## config.mk

```make
export PLATFORM = sky130hd
export DESIGN_NAME = microwave_countdown
export DESIGN_NICKNAME = d
export VERILOG_FILES = /design/src/rtl/microwave_pkg.sv /design/src/rtl/bcd_digit_dec.sv /design/src/rtl/microwave_countdown.sv
export SDC_FILE = /design/constraint.sdc
export NUM_CORES = 1
export LEC_CHECK = 0
export CORE_MARGIN = 3
export CORE_UTILIZATION = 40
export CTS_CLUSTER_SIZE = 14
export DETAILED_ROUTE_END_ITERATION = 8
export PLACE_DENSITY_LB_ADDON = 0.05
export RECOVER_POWER = 50
export SLEW_MARGIN = 10
export SYNTH_ARGS = -nofsm -noshare
export SYNTH_HDL_FRONTEND = slang
export SYNTH_HIERARCHICAL = 1
export SYNTH_SLANG_ARGS = --single-unit
```

## constraint.sdc

```tcl
create_clock -name clk -period 9.2 [get_ports clk]
set_clock_uncertainty 0.05 [all_clocks]
set_input_delay 2.3 -clock clk [delete_from_list [all_inputs] [get_ports clk]]
set_output_delay 2.3 -clock clk [all_outputs]
set_load 0.1 [all_outputs]
```

## src/rtl/microwave_pkg.sv

```systemverilog
// Shared types and constants for the microwave countdown block.
package microwave_pkg;

    localparam int unsigned DIGIT_W = 4;
    localparam int unsigned BCD_MAX = 9;

    typedef enum logic [2:0] {
        IDLE    = 3'd0,
        LOADED  = 3'd1,
        RUNNING = 3'd2,
        PAUSED  = 3'd3,
        ALARM   = 3'd4
    } state_e;

    // Cooking time as four BCD digits, MM:SS.
    typedef struct packed {
        logic [DIGIT_W-1:0] mt;
        logic [DIGIT_W-1:0] mo;
        logic [DIGIT_W-1:0] st;
        logic [DIGIT_W-1:0] so;
    } cook_time_t;

    // Saturate a captured digit to its legal maximum.
    function automatic logic [DIGIT_W-1:0] clamp_digit(
        input logic [DIGIT_W-1:0] d,
        input logic [DIGIT_W-1:0] lim
    );
        return (d > lim) ? lim : d;
    endfunction

endpackage

```

## src/rtl/bcd_digit_dec.sv

```systemverilog
// One BCD digit of the countdown borrow chain.
module bcd_digit_dec
    import microwave_pkg::*;
(
    input  logic [DIGIT_W-1:0] value,
    input  logic               borrow_in,
    input  logic [DIGIT_W-1:0] max,
    output logic [DIGIT_W-1:0] next_value_c,
    output logic               borrow_out_c
);

    // Decrement on borrow; a zero digit wraps to its max and borrows upward.
    always_comb begin
        next_value_c = value;
        borrow_out_c = 1'b0;
        if (borrow_in) begin
            if (value == '0) begin
                next_value_c = max;
                borrow_out_c = 1'b1;
            end else begin
                next_value_c = value - DIGIT_W'(1);
            end
        end
    end

endmodule

```

## src/rtl/microwave_countdown.sv

```systemverilog
// MM:SS cook timer: load/start/pause/alarm sequencing driven by a seconds tick.
module microwave_countdown
    import microwave_pkg::*;
#(
    parameter int unsigned ALARM_TICKS  = 3,
    parameter int unsigned SEC_TENS_MAX = 5
) (
    input  logic               clk,
    input  logic               clear,
    input  logic               tick_in,
    input  logic               load,
    input  logic [DIGIT_W-1:0] set_mt,
    input  logic [DIGIT_W-1:0] set_mo,
    input  logic [DIGIT_W-1:0] set_st,
    input  logic [DIGIT_W-1:0] set_so,
    input  logic               start,
    input  logic               stop,
    input  logic               door_open,
    output logic [DIGIT_W-1:0] mt,
    output logic [DIGIT_W-1:0] mo,
    output logic [DIGIT_W-1:0] st,
    output logic [DIGIT_W-1:0] so,
    output logic               heating,
    output logic               alarm,
    output logic               done
);

    localparam int unsigned        CNT_W      = 3;
    localparam logic [DIGIT_W-1:0] DIG_MAX    = DIGIT_W'(BCD_MAX);
    localparam logic [DIGIT_W-1:0] ST_MAX     = DIGIT_W'(SEC_TENS_MAX);
    localparam logic [CNT_W-1:0]   ALARM_LAST = CNT_W'(ALARM_TICKS - 1);

    state_e           state_q, state_d;
    cook_time_t       time_q, time_d;
    logic [CNT_W-1:0] cnt_q, cnt_d;
    logic             tick_q, tick_d;
    logic             heating_q, heating_d;
    logic             alarm_q, alarm_d;
    logic             done_q, done_d;

    logic             tick_rise_c;
    cook_time_t       load_val_c;
    cook_time_t       time_dec_c;
    logic [DIGIT_W-1:0] dec_mt_c, dec_mo_c, dec_st_c, dec_so_c;
    logic             b_so_c, b_st_c, b_mo_c, b_mt_c;
    logic             time_zero_c;

    assign tick_d      = tick_in;
    assign tick_rise_c = tick_in & ~tick_q;

    // Captured digits are clamped so the display never shows invalid BCD.
    assign load_val_c = '{
        mt: clamp_digit(set_mt, DIG_MAX),
        mo: clamp_digit(set_mo, DIG_MAX),
        st: clamp_digit(set_st, ST_MAX),
        so: clamp_digit(set_so, DIG_MAX)
    };

    // Borrow chain; a borrow out of the minutes-tens digit means the time is 00:00.
    bcd_digit_dec u_dec_so (
        .value(time_q.so), .borrow_in(1'b1),   .max(DIG_MAX),
        .next_value_c(dec_so_c), .borrow_out_c(b_so_c)
    );
    bcd_digit_dec u_dec_st (
        .value(time_q.st), .borrow_in(b_so_c), .max(ST_MAX),
        .next_value_c(dec_st_c), .borrow_out_c(b_st_c)
    );
    bcd_digit_dec u_dec_mo (
        .value(time_q.mo), .borrow_in(b_st_c), .max(DIG_MAX),
        .next_value_c(dec_mo_c), .borrow_out_c(b_mo_c)
    );
    bcd_digit_dec u_dec_mt (
        .value(time_q.mt), .borrow_in(b_mo_c), .max(DIG_MAX),
        .next_value_c(dec_mt_c), .borrow_out_c(b_mt_c)
    );

    assign time_dec_c  = '{mt: dec_mt_c, mo: dec_mo_c, st: dec_st_c, so: dec_so_c};
    assign time_zero_c = b_mt_c;

    // Next-state, digit and output logic; branch order encodes input priority.
    always_comb begin
        state_d = state_q;
        time_d  = time_q;
        cnt_d   = '0;
        done_d  = 1'b0;
        case (state_q)
            IDLE: begin
                time_d = '0;
                if (load) begin
                    state_d = LOADED;
                    time_d  = load_val_c;
                end
            end
            LOADED: begin
                if (load) begin
                    time_d = load_val_c;
                end else if (stop) begin
                    state_d = IDLE;
                    time_d  = '0;
                end else if (start && !door_open && !time_zero_c) begin
                    state_d = RUNNING;
                end
            end
            RUNNING: begin
                if (stop || door_open) begin
                    state_d = PAUSED;
                end else if (tick_rise_c && !time_zero_c) begin
                    time_d = time_dec_c;
                    if (time_dec_c == '0) begin
                        state_d = ALARM;
                        done_d  = 1'b1;
                    end
                end
            end
            PAUSED: begin
                if (load) begin
                    state_d = LOADED;
                    time_d  = load_val_c;
                end else if (stop) begin
                    state_d = IDLE;
                    time_d  = '0;
                end else if (start && !door_open) begin
                    state_d = RUNNING;
                end
            end
            ALARM: begin
                time_d = '0;
                cnt_d  = cnt_q;
                if (load) begin
                    state_d = LOADED;
                    time_d  = load_val_c;
                    cnt_d   = '0;
                end else if (stop) begin
                    state_d = IDLE;
                    cnt_d   = '0;
                end else if (tick_rise_c) begin
                    if (cnt_q == ALARM_LAST) begin
                        state_d = IDLE;
                        cnt_d   = '0;
                    end else begin
                        cnt_d = cnt_q + CNT_W'(1);
                    end
                end
            end
            default: begin
                state_d = IDLE;
                time_d  = '0;
            end
        endcase
        heating_d = (state_d == RUNNING);
        alarm_d   = (state_d == ALARM);
    end

    // State and output registers with synchronous clear.
    always_ff @(posedge clk) begin
        if (clear) begin
            state_q   <= IDLE;
            time_q    <= '0;
            cnt_q     <= '0;
            tick_q    <= 1'b0;
            heating_q <= 1'b0;
            alarm_q   <= 1'b0;
            done_q    <= 1'b0;
        end else begin
            state_q   <= state_d;
            time_q    <= time_d;
            cnt_q     <= cnt_d;
            tick_q    <= tick_d;
            heating_q <= heating_d;
            alarm_q   <= alarm_d;
            done_q    <= done_d;
        end
    end

    assign mt      = time_q.mt;
    assign mo      = time_q.mo;
    assign st      = time_q.st;
    assign so      = time_q.so;
    assign heating = heating_q;
    assign alarm   = alarm_q;
    assign done    = done_q;

endmodule
```

Yosys cells after proc, flatten, opt, wreduce, memory -nomap -nowiden
Index checks and enable logic that the tools add are counted.

Magnitude comparators: 4. Equality and inequality tests: 10. Divide/modulo/power cells: 0. Reduce and logical (&&, ||, !) cells: 17. $mul: 0. Bitwise gates (word level): 5. Add/sub/neg operators: 5. Shift-type cells: 0. Muxes and demuxes: 41.

Operators by type and width (count): $mux W16 (5); $pmux W16 S3 (1); $mux W3 (15); $mux W4 (11); $logic_not A16 Y1 (1); $logic_not A4 Y1 (4); $sub A4 B1 Y4 const B (4); $pmux W3 S5 (1); $eq A3 B2 Y1 const B (4); $gt A4 B4 Y1 const B (3); $mux W1 (8); $reduce_or A4 Y1 (2); $eq A3 B3 Y1 const B (2); $gt A4 B3 Y1 const B (1); $ne A2 B2 Y1 const B (2); $not A1 Y1 (4); $reduce_or A2 Y1 (2); $add A3 B1 Y3 const B (1); $eq A3 B1 Y1 const B (1); $logic_and A1 B1 Y1 (3); $logic_not A3 Y1 (1); $ne A3 B1 Y1 const B (1); $reduce_and A3 Y1 (1); $logic_not A1 Y1 (2); other kinds (2) (2).

Logic and storage cells: 92. Memories: 0. Input port bits: 23. Memory bits (writable): 0. Latch bits: 0. ROM bits: 0. Bits in registers: 26.

Depth between registers and ports, before layout
Gate-level depths: netlist of run 1.

Depth after elaboration: 12. Mapped depth: 16. Mapped depth without buffers: 13.

Modules after synthesis
The synthesis of run 1 kept the hierarchy.

By module, submodules not included: microwave_countdown (area each 1440.1 sq um, sequential area each 520.5 sq um, cells an instance 158, instances 1); bcd_digit_dec (area each 160.2 sq um, sequential area each 0.0 sq um, cells an instance 23, instances 4).

Worst setup path before layout of run 1
Ideal clock, no wire load.

Path type: flip-flop to flip-flop. Start: register time_q (netlist bit so[0]). End: register time_q (netlist bit st[2]). Required time: 9.061 ns. Period minus slack after synthesis: 3.946 ns. Library setup time: 0.089 ns. Data arrival time: 3.807 ns. Stages on the path, launching flop included: 15. Buffers on the path: 4. Setup slack: 5.254 ns. Path through: dfxtp_1 -> inv_1 -> ha_1 -> nor3b_4 -> and2_2 -> buf_6 -> and2_2 -> buf_6 -> and2_2 -> buf_6 -> and2_2 -> o41ai_4 -> clkbuf_1 -> a21oi_1 -> a311oi_2.

Longest elaborated chain between the ends: 9. Elaborated cells between the ends (all ways): 13. Classes of those cells: eq/ne (1); mux (8); reduce/logical (4).

Ends and longest elaborated chain: from (decl) (RTL line microwave_countdown.sv:34) `cook_time_t time_q, time_d;`; from (signal assigned) (RTL line microwave_countdown.sv:166) `time_q <= time_d;`; $logic_not A4 Y1 (RTL line bcd_digit_dec.sv:17) `if (value == '0) begin`; $mux W1 (RTL line bcd_digit_dec.sv:17); via b_so_c (RTL line microwave_countdown.sv:45) `logic b_so_c, b_st_c, b_mo_c, b_mt_c;`; $mux W1 (RTL line bcd_digit_dec.sv:16) `if (borrow_in) begin`; via b_st_c (RTL line microwave_countdown.sv:45); $mux W1 (RTL line bcd_digit_dec.sv:16); via b_mo_c (RTL line microwave_countdown.sv:45); $mux W1 (RTL line bcd_digit_dec.sv:16); via b_mt_c (RTL line microwave_countdown.sv:45); $logic_not A1 Y1 (RTL line microwave_countdown.sv:107) `end else if (tick_rise_c && !time_zero_c) begin`; $logic_and A1 B1 Y1 (RTL line microwave_countdown.sv:107); $ne A2 B2 Y1 (no source line); $reduce_and A3 Y1 (no source line).

The timed path passes the listed nets, and every way through them passes these cells. The select of a mux whose other input is x is not followed. A chain may end at the register's enable or synchronous reset.

Final worst setup path of run 1
Start: input port load. End: register time_q (netlist bit st[3]).

Longest elaborated chain between the ends: 2. Elaborated cells between the ends (all ways): 5. Classes of those cells: eq/ne (1); mux (3); reduce/logical (1).

Ends and longest elaborated chain: from (decl) (RTL line microwave_countdown.sv:11) `input logic load,`; $ne A3 B1 Y1 (no source line), or another cell as far along; $reduce_and A3 Y1 (no source line) / $pmux W16 S3 (equally long branches).

Several ways; a longest one is shown, not always the timed one.

==> run summary, run 1 <==
STATUS
-----------------------------------------------------------------------------------------
Status                                                                       finished, final reports clean

CRITICAL PATH
-----------------------------------------------------------------------------------------
Type of the worst setup path                                                 primary input to flip-flop
Biggest fanout along the worst timing path                                             19
CP endpoint kind                                                                flip-flop
Max incr delay on CP                                                              0.93 ns
Critical path cell sequence                                                  dlygate4sd3_1 > or4b_1 > and2_4 > a41o_1
Critical path required time                                                       9.32 ns
Arrival time at the worst endpoint                                                4.66 ns
CP Launch Type                                                               primary input
Slowest stage cell, crit path                                                      or4b_1

PLACED DESIGN
-----------------------------------------------------------------------------------------
Pre-CTS WS                                                                        4.60 ns
Placer's final routability congestion estimate                                      0.744
Half-perimeter wire length of the detailed placement result                       3820 um
PortBufs                                                                               41

SYNTH
-----------------------------------------------------------------------------------------
Warnings, synthesis                                                                     6
Number of flops mapped to enable cells by yosys                                         0
Post-synthesis cell area                                                      0.00208 mm2
Register bit count reported by yosys                                                   26
Synthesized instance count                                                            250
Post-synth top flop                                                               dfxtp_1
Seq/Total Area, Yosys                                                               25.0%
Netlist cell types                                                                     46
Proportion of register bits with asynchronous set or reset after synthesis             0%
Avg Synthesized Cell Area                                                        8.32 um2

DRT
-----------------------------------------------------------------------------------------
Post-Route WL                                                                     5240 um
Post-route DRC violation count                                                          0
First-iteration detailed-routing DRC count                                             71
DR WL/cell                                                                        14.5 um
Initial DRT Pass Iterations                                                             5
Number of antenna-violating nets in the routed design                                   0
Via-per-instance ratio                                                               5.52
Total via count in the routed design                                                 1992

FLOORPLAN
-----------------------------------------------------------------------------------------
Starting density of the core                                                        42.6%
Floorplan Core Area                                                           0.00488 mm2
Vertical die dimension                                                            78.1 um
Number of ports placed on the die boundary                                             42
Cell Rows                                                                              25
Die area                                                                      0.00610 mm2
Die width                                                                         78.1 um

STA
-----------------------------------------------------------------------------------------
Post-route worst hold slack                                                      0.444 ns
Worst slew pin tran                                                               1.13 ns
Relative max-transition margin                                                      22.8%
RSZ-0062 raised after global routing                                                   no
Final Hold Vio Count                                                                    0
Endpoints failing setup                                                                 0
Fin crit period                                                                   4.53 ns
Final Max Tran Viols                                                                    0
Smallest setup slack after layout                                                 4.67 ns
Final worst path period share                                                       49.2%
Setup total negative slack                                                           0 ns
Highest clock frequency the design can meet                                       221 MHz

FINAL LAYOUT
-----------------------------------------------------------------------------------------
Layout net count                                                                      322
Fraction of layout instances using a drive strength above 1                         10.2%
Area of all sequential standard cells                                             520 um2
Leading cell type in the layout, fill and taps excluded                           a21oi_1
Most used cells in the layout excluding fill and tap cells                   29 x a21oi_1, 27 x clkdlybuf4s50_1, 26 x dfxtp_1
Layout-stage area growth over the synthesis result                                  23.1%
Fill cells                                                                            505
Area taken by multi-input logic gates                                         0.00145 mm2
Antenna diode count                                                                     0

CLOCK NETWORK
-----------------------------------------------------------------------------------------
CTS buffer count                                                                        3
Clock sink total                                                                       26
Count of hold-fix buffers inserted at cts                                               0
Insertion delay to the later sink of the worst-skew pair                          0.27 ns
Number of H-tree levels                                                                 1
Post-CTS Setup Inserts                                                                  0
Max Buffers Root-to-Sink                                                                2
CTS tree                                                                              yes
Gates resized, CTS repair                                                               0
Root cell of the clock tree                                                      clkbuf_8
Clock-pin slew of the registers on the worst-case setup and hold paths            0.09 ns

GLOBAL ROUTE
-----------------------------------------------------------------------------------------
Initial antenna violation count                                                         0
Congestion Overflow GR                                                                  0
Total global-route track usage                                                      17.2%
Pin count of the biggest net entering global routing                                   21
Global-route wire length before repair                                            8510 um
Number of global-route vias before repair                                            1740

POWER AND IR DROP
-----------------------------------------------------------------------------------------
Power density over the cells                                                   122 mW/mm2
Leakage Power                                                                 0.000942 uW
Maximum resistive drop on vdd                                                   0.0736 mV

FLOW RUN
-----------------------------------------------------------------------------------------
Max-Cap Viols                                                                           0

HOLD PATH
-----------------------------------------------------------------------------------------
Worst hold-check path type                                                   flip-flop to flip-flop

==> cells in the mapped netlist (all sizes together), types with 8 or more instances <==
cell type,instances,share of area (%)
a211oi,8,4.6
a21oi,29,7.0
a311oi,9,4.7
buf,9,4.6
dfxtp,26,25
inv,11,2.0
nand2,21,3.8
nand2b,8,2.4
nor2,12,2.2
nor3,15,3.6
==> worst paths after layout <==
check | startpoint | end | slack [ns] | cells after the start
max | load | st[3] | 4.67 | 4
min | cnt_q[1] | cnt_q[1] | 0.44 | 1
max reg2reg | so[0] | st[1] | 5.63 | 10
min reg2reg | cnt_q[1] | cnt_q[1] | 0.44 | 1
==> worst max-delay path: cells and delay by family <==
family / cells / cell delay, ns
AND/OR/NAND/NOR: 2 / 1.28
buffers and inverters: 1 / 0.82
AO/OA/AOI/OAI: 1 / 0.25
==> sequential cells by signal (all words and copies together) (netlist names) <==
signal   cells
mo           4
cnt_q        3
done         1
st           4
so           4
alarm        1
tick_q       1
heating      1
state_q      3
mt           4
==> area by class of cell <==
class                           count  share of cell area [%]
Sequential cell                    26                    20.3
Clock buffer                        4                    2.15
Inverter                           11                    1.61
Tap cell                           67                    3.27
Multi-Input combinational cell    212                    56.6
Timing Repair Buffer               41                    16.0
==> kinds of logic (layout without fill, tap and decap cells) <==
| kind of cell | Yosys count | count (layout) | synth area share, % |
|---|---|---|---|
| other | 2 | 17 | 0.361 |
| muxes | 5 | 5 | 2.41 |
| and+or+nand+nor | 108 | 108 | 33.3 |
| adders and majority gates | 4 | 4 | 2.41 |
| DFF | 26 | 26 | 25.0 |
| AOI/OAI and AO/OA | 77 | 77 | 28.3 |
| xor gates and xnor gates | 1 | 1 | 0.421 |
| buffers and inverters | 27 | 56 | 7.82 |
==> where the power goes <==
| part | leakage [uW] | internal (uW) | switching (uW) |
|---|---|---|---|
| Sequential | 0.000213 | 117 | 8.58 |
| Clock | 0.0000288 | 38.3 | 36.1 |
| Combinational | 0.000701 | 43.2 | 70.0 |
| Total | 0.000942 | 199 | 115 |
==> layer usage <==
layer | up-vias | part of all wire, % | GRT usage (%)
met3 | 8 | 2.7 | 3.33
met4 | 0 | 1.2 | 4.72
met2 | 33 | 44 | 27.3
met5 | - | 0 | 0
li1 | 1021 | - | -
met1 | 930 | 52 | 23.6
==> through the flow <==
stage	instances	power, uW	utilization [%]	area, um2
final	361	313	52.5	2560
after global routing	361	329	52.5	2560
after CTS	361	315	52.6	2560
after detailed placement	357	242	51.4	2510
after global placement	357	242	51.4	2510
after floorplan	265	216	-	2140
(Power assumes the default switching activity.)
==> inputs of run 2 (changes only) <==
==> constraint.sdc (replaced) <==
create_clock -name clk -period 4.3 [get_ports clk]
set_clock_uncertainty 0.05 [all_clocks]
set_input_delay 1.075 -clock clk [delete_from_list [all_inputs] [get_ports clk]]
set_output_delay 1.075 -clock clk [all_outputs]
set_load 0.1 [all_outputs]
==> run 2 against run 1 <==
- via count fell by 0.40%
- largest cell class unchanged
- cell count is 0.55% higher
- setup slack got worse by 4.0 ns
- hold slack worse by 0.00088 ns
- clock power is 120% higher
- global-route usage up 0.53 points
- power is 120% higher
- sequential power grew 110%
- first-iteration DRC count grew 96%
==> run summary, run 2 (synthesized netlist as in run 1, its figures left out) <==
FLOORPLAN
-------------------------------------------------------------------------------------
Cell Rows                                                                          25   unchanged
Floorplan Core Area                                                       0.00488 mm2   unchanged
Die area                                                                  0.00610 mm2   unchanged
Number of ports placed on the die boundary                                         42   unchanged
Vertical die dimension                                                        78.1 um   unchanged
Die width                                                                     78.1 um   unchanged
Starting density of the core                                                    42.6%   unchanged

CLOCK NETWORK
-------------------------------------------------------------------------------------
Clock sink total                                                                   26   unchanged
Count of hold-fix buffers inserted at cts                                           0   unchanged
Root cell of the clock tree                                                  clkbuf_8
Number of H-tree levels                                                             1   unchanged
CTS buffer count                                                                    3   unchanged
Max Buffers Root-to-Sink                                                            2   unchanged
Gates resized, CTS repair                                                           0   unchanged
Clock-pin slew of the registers on the worst-case setup and hold paths        0.10 ns   about the same
Insertion delay to the later sink of the worst-skew pair                      0.27 ns   about the same
CTS tree                                                                          yes
Post-CTS Setup Inserts                                                              0   unchanged

DRT
-------------------------------------------------------------------------------------
Initial DRT Pass Iterations                                                         4   -1
Post-Route WL                                                                 5320 um   +1.5%
DR WL/cell                                                                    14.7 um   +0.97%
Via-per-instance ratio                                                           5.47   -0.95%
Post-route DRC violation count                                                      0   unchanged
Total via count in the routed design                                             1984   -0.40%
First-iteration detailed-routing DRC count                                        139   +96%
Number of antenna-violating nets in the routed design                               0   unchanged

STA
-------------------------------------------------------------------------------------
Relative max-transition margin                                                  18.5%   -4.3 points
Final Max Tran Viols                                                                0   unchanged
Fin crit period                                                               3.64 ns
Endpoints failing setup                                                             0   unchanged
Final worst path period share                                                   84.7%
Highest clock frequency the design can meet                                   275 MHz
Final Hold Vio Count                                                                0   unchanged
Worst slew pin tran                                                           1.19 ns   +0.0629 ns
RSZ-0062 raised after global routing                                               no
Setup total negative slack                                                       0 ns   unchanged

PLACED DESIGN
-------------------------------------------------------------------------------------
PortBufs                                                                           41   unchanged
Placer's final routability congestion estimate                                  0.823   +11%
Instance count after placement with tap cells included                            359   +0.56%
Half-perimeter wire length of the detailed placement result                   3900 um   +1.9%

POWER AND IR DROP
-------------------------------------------------------------------------------------
Portion of total power attributed to combinational logic                        36.0%   about the same
Sequential Power Share                                                          39.7%   -0.4 points
Part of the power in the clock network                                          24.3%   +0.6 points
Switching power                                                                251 uW   +120%
Maximum resistive drop on vdd                                                0.133 mV   +81%
Power density over the cells                                               263 mW/mm2   +120%
Sw Ratio                                                                        37.1%   +0.55 points
Leakage Power                                                             0.000960 uW   +1.9%
Internal power                                                                 425 uW   +110%

GLOBAL ROUTE
-------------------------------------------------------------------------------------
Pin count of the biggest net entering global routing                               21   unchanged
Initial antenna violation count                                                     0   unchanged
Congestion Overflow GR                                                              0   unchanged
Total global-route track usage                                                  17.7%   +0.53 points
Number of global-route vias before repair                                        1816   +4.4%
Global-route wire length before repair                                        8850 um   +3.9%

CRITICAL PATH
-------------------------------------------------------------------------------------
Most frequent cell on the critical path                                        and2_2
Biggest fanout along the worst timing path                                         17   -2
Cell family with the largest share of critical-path delay                simple AND/OR/NAND/NOR gates
Critical path cell sequence                                              inv_1 > ha_1 > nor3b_4 > and2_2 > and2_2 > and2_0 > and2_2 > o41ai_4 > and2_4 > a311oi_1
Buf+Inv Stages, Crit Path                                                           1   unchanged
Max incr delay on CP                                                          0.81 ns   -0.12 ns
Slowest stage cell, crit path                                                 o41ai_4
CP Launch Type                                                              flip-flop
Type of the worst setup path                                             flip-flop to flip-flop
Critical path required time                                                   4.36 ns   -4.96 ns
Arrival time at the worst endpoint                                            3.70 ns   -0.96 ns
CP endpoint kind                                                            flip-flop

HOLD PATH
-------------------------------------------------------------------------------------
Worst hold-check path type                                               flip-flop to flip-flop

FLOW RUN
-------------------------------------------------------------------------------------
Max-Cap Viols                                                                       0   unchanged

STATUS
-------------------------------------------------------------------------------------
Status                                                                   finished, final reports clean

FINAL LAYOUT
-------------------------------------------------------------------------------------
Fraction of layout instances using a drive strength above 1                     10.5%   +0.27 points
Leading cell type in the layout, fill and taps excluded                       a21oi_1
Area of all sequential standard cells                                         520 um2   unchanged
Antenna diode count                                                                 0   unchanged
Layout net count                                                                  324   +0.62%
Post-route non-filler standard cell count                                         363   +0.55%
Fill cells                                                                        490   -3.0%
Most used cells in the layout excluding fill and tap cells               29 x a21oi_1, 26 x dfxtp_1, 24 x clkdlybuf4s50_1
Area taken by multi-input logic gates                                     0.00145 mm2   +0.17%
Layout-stage area growth over the synthesis result                              23.8%

[run 2: cell types whose count changed in the layout (fill, tap and decap cells not counted)]
cell,before,now
and2_2,4,3
or4b_4,0,1
buf_4,0,1
clkbuf_1,0,1
clkdlybuf4s50_1,27,24
or4b_1,1,0
dlygate4sd3_1,14,17
and2_0,0,1
[run 2: through the flow]
step	instance area [um2]	setup WS, ns	power (uW)	hold slack (ns)	util [%]
floorplan	2140	0.354	461	0.403	-
global placement	2520	0.928	520	0.420	51.7
detailed placement	2520	0.864	520	0.430	51.7
CTS	2580	0.840	682	0.445	52.9
global route	2570	0.390	711	0.482	52.8
finish	2570	0.658	677	0.444	52.8
[run 2: path summary, 6_finish.rpt]
check | startpoint | to | slack (ns) | cells past startpoint
setup / recovery | so[0] | mo[2] | 0.66 | 10
hold / removal | cnt_q[1] | cnt_q[1] | 0.44 | 1
setup reg to reg | so[0] | mo[2] | 0.66 | 10
hold reg to reg | cnt_q[1] | cnt_q[1] | 0.44 | 1
[run 2: layout make-up]
type / count / area share (%)
repair buffers: 43 / 16.4
flip-flops and latches: 26 / 20.2
multi-input cells: 212 / 56.4
inverters: 11 / 1.60
clock buffers: 4 / 2.14
well taps: 67 / 3.26
[run 2: metal layers]
metal | wire length (um) | track usage [%]
met4 | 36 | 3.67
met5 | 0 | 0
met1 | 2650 | 25.3
met2 | 2440 | 28.0
met3 | 197 | 2.87
[run 2: power by group through the flow]
stage	combinational, uW	clock [uW]	sequential, uW
2_1_floorplan	132	0	330
3_3_place_gp	245	0	275
3_5_place_dp	245	0	275
4_1_cts	246	166	269
5_1_grt	263	176	272
6_report	244	164	269
==> inputs of run 3 (changes only) <==
==> constraint.sdc (replaced) <==
create_clock -name clk -period 3.5 [get_ports clk]
set_clock_uncertainty 0.05 [all_clocks]
set_input_delay 0.875 -clock clk [delete_from_list [all_inputs] [get_ports clk]]
set_output_delay 0.875 -clock clk [all_outputs]
set_load 0.1 [all_outputs]
==> run 3 against run 2 <==
- cell count up 0.83%
- critical path depth did not move
- register-to-register slack worse by 0.32 ns
- final area is 3.7% lower
- clock-buffer cell count did not move
- routed wire length shrank 2.0%
- global-route usage shrank 0.38 points
- maximum frequency rose by 15%
- sequential share of layout area rose by 1.3 points
- sequential cell count unchanged
- critical path type unchanged
- critical endpoint is now mt[1]
- largest cell class unchanged
- highest routed layer unchanged
==> run summary, run 3 (synthesized netlist as in run 1, its figures left out) <==
STATUS
-------------------------------------------------------------------------------------
Status                                                                   finished, final reports clean

FINAL LAYOUT
-------------------------------------------------------------------------------------
Layout net count                                                                  327   +0.93%
Fraction of layout instances using a drive strength above 1                     13.0%   +2.6 points
Leading cell type in the layout, fill and taps excluded                       a21oi_1
Layout-stage area growth over the synthesis result                              19.1%
Final design instance area without fill                                   0.00248 mm2   -3.7%
Antenna diode count                                                                 0   unchanged
Fill cells                                                                        504   +2.9%
Most used cells in the layout excluding fill and tap cells               29 x a21oi_1, 22 x clkbuf_1, 21 x nand2_1, 21 x clkdlybuf4s50_1, 20 x dfxtp_1

FLOORPLAN
-------------------------------------------------------------------------------------
Starting density of the core                                                    42.6%   unchanged
Die width                                                                     78.1 um   unchanged
Cell Rows                                                                          25   unchanged
Floorplan Core Area                                                       0.00488 mm2   unchanged
Die area                                                                  0.00610 mm2   unchanged
Number of ports placed on the die boundary                                         42   unchanged
Vertical die dimension                                                        78.1 um   unchanged

STA
-------------------------------------------------------------------------------------
Endpoints failing setup                                                             0   unchanged
Fin crit period                                                               3.17 ns   -0.476 ns
Relative max-transition margin                                                  21.9%   +3.5 points
Final Max Tran Viols                                                                0   unchanged
Worst slew pin tran                                                           1.18 ns   -0.0133 ns
Setup total negative slack                                                       0 ns   unchanged
Final Hold Vio Count                                                                0   unchanged
Post-route worst hold slack                                                  0.453 ns   +0.00896 ns
RSZ-0062 raised after global routing                                               no
Highest clock frequency the design can meet                                   316 MHz   +15%
Final worst path period share                                                   90.5%   +5.8 points

HOLD PATH
-------------------------------------------------------------------------------------
Worst hold-check path type                                               flip-flop to flip-flop

CLOCK NETWORK
-------------------------------------------------------------------------------------
Post-CTS Setup Inserts                                                              0   unchanged
CTS buffer count                                                                    3   unchanged
Root cell of the clock tree                                                  clkbuf_8
Clock sink total                                                                   26   unchanged
Number of H-tree levels                                                             1   unchanged
Insertion delay to the later sink of the worst-skew pair                      0.27 ns   about the same
Clock-pin slew of the registers on the worst-case setup and hold paths        0.09 ns   about the same
Count of hold-fix buffers inserted at cts                                           0   unchanged
Max Buffers Root-to-Sink                                                            2   unchanged
CTS tree                                                                          yes
Gates resized, CTS repair                                                           0   unchanged

GLOBAL ROUTE
-------------------------------------------------------------------------------------
Global-route wire length before repair                                        8660 um   -2.1%
Number of global-route vias before repair                                        1730   -4.7%
Initial antenna violation count                                                     0   unchanged
Pin count of the biggest net entering global routing                               20   -4.8%
Total global-route track usage                                                  17.3%   -0.38 points
Congestion Overflow GR                                                              0   unchanged

CRITICAL PATH
-------------------------------------------------------------------------------------
Internal reg-to-reg setup slack                                               0.33 ns   -0.32 ns
Buf+Inv Stages, Crit Path                                                           1   unchanged
Arrival time at the worst endpoint                                            3.21 ns   -0.49 ns
Most frequent cell on the critical path                                        and2_2
Source of the worst register-to-register timing path                            so[0]
CP Launch Type                                                              flip-flop
Worst setup path endpoint                                                       mt[1]
Biggest fanout along the worst timing path                                         16   -1
Slowest stage cell, crit path                                                 o41ai_4
Critical path required time                                                   3.55 ns   -0.81 ns
Critical path depth in cells                                                       10   unchanged
Depth of the most critical reg-to-reg path                                         10   unchanged
CP endpoint kind                                                            flip-flop
Reg2reg end                                                                     mt[1]
Critical path cell sequence                                              inv_1 > ha_1 > nor3b_4 > and2_2 > and2_2 > and2_2 > and2_2 > o41ai_4 > and2_4 > a311oi_1
Max incr delay on CP                                                          0.58 ns   -0.23 ns
Cell family with the largest share of critical-path delay                simple AND/OR/NAND/NOR gates
Type of the worst setup path                                             flip-flop to flip-flop
Critical path launch point                                                      so[0]

POWER AND IR DROP
-------------------------------------------------------------------------------------
Maximum resistive drop on vdd                                                0.154 mV   +16%
Leakage Power                                                             0.000878 uW   -8.6%
Power density over the cells                                               320 mW/mm2   +22%

DRT
-------------------------------------------------------------------------------------
First-iteration detailed-routing DRC count                                        154   +11%
Total via count in the routed design                                             1995   +0.55%
Initial DRT Pass Iterations                                                         4   unchanged
Via-per-instance ratio                                                           5.45   -0.27%
DR WL/cell                                                                    14.3 um   -2.8%
Post-route DRC violation count                                                      0   unchanged
Number of antenna-violating nets in the routed design                               0   unchanged
Post-Route WL                                                                 5220 um   -2.0%

PLACED DESIGN
-------------------------------------------------------------------------------------
Post-place instance area                                                  0.00251 mm2   -0.50%
PortBufs                                                                           41   unchanged
Placer's final routability congestion estimate                                  0.770   -6.4%
Half-perimeter wire length of the detailed placement result                   3920 um   +0.51%

FLOW RUN
-------------------------------------------------------------------------------------
Max-Cap Viols                                                                       0   unchanged

==> run 3: worst min path at each step <==
stage,from,end,slack (ns),cells after the start
2_1_floorplan,cnt_q[1],cnt_q[1],0.40,1
3_3_place_gp,cnt_q[1],cnt_q[1],0.44,1
3_5_place_dp,cnt_q[1],cnt_q[1],0.43,1
4_1_cts,cnt_q[1],cnt_q[1],0.45,1
5_1_grt,cnt_q[1],cnt_q[1],0.52,1
6_report,cnt_q[1],cnt_q[1],0.45,1
==> run 3: worst register-to-register path: stages, from the launching register on <==
cell	delay (ns)
dfxtp_4	0.37
inv_1	0.05
ha_1	0.23
nor3b_4	0.18
and2_2	0.25
and2_2	0.24
and2_2	0.26
and2_2	0.24
o41ai_4	0.58
and2_4	0.41
a311oi_1	0.13
==> run 3: final cells by class <==
class	instances	area [um2]	area share, %
Clock buffer	4	45.0	1.82
Inverter	11	41.3	1.67
Sequential cell	26	533	21.5
Timing Repair Buffer	46	322	13.0
Tap cell	67	83.8	3.38
Multi-Input combinational cell	212	1450	58.7
==> run 3: stage by stage <==
| step | worst slack, ns | total power, uW | std cells | utilization [%] |
|---|---|---|---|---|
| floorplan | 0.105 | 567 | 265 | - |
| global placement | 0.417 | 636 | 362 | 51.5 |
| detailed placement | 0.399 | 635 | 362 | 51.5 |
| CTS | 0.371 | 809 | 366 | 52.4 |
| global route | 0.117 | 840 | 366 | 50.8 |
| finish | 0.334 | 793 | 366 | 50.8 |
==> run 3: metal layers <==
metal | vias up | part of all wire (%) | GRT usage (%)
met2 | 55 | 46 | 27.6
met4 | 0 | 0.33 | 2.45
met1 | 907 | 47 | 24.3
met3 | 2 | 6.5 | 4.13
met5 | - | 0 | 0
li1 | 1031 | - | -
==> run 3: power by group <==
group / internal [uW] / total (uW) / switching, uW
clock network: 81.4 / 173 / 91.9
logic: 105 / 290 / 185
registers: 308 / 330 / 21.7
total: 494 / 793 / 298
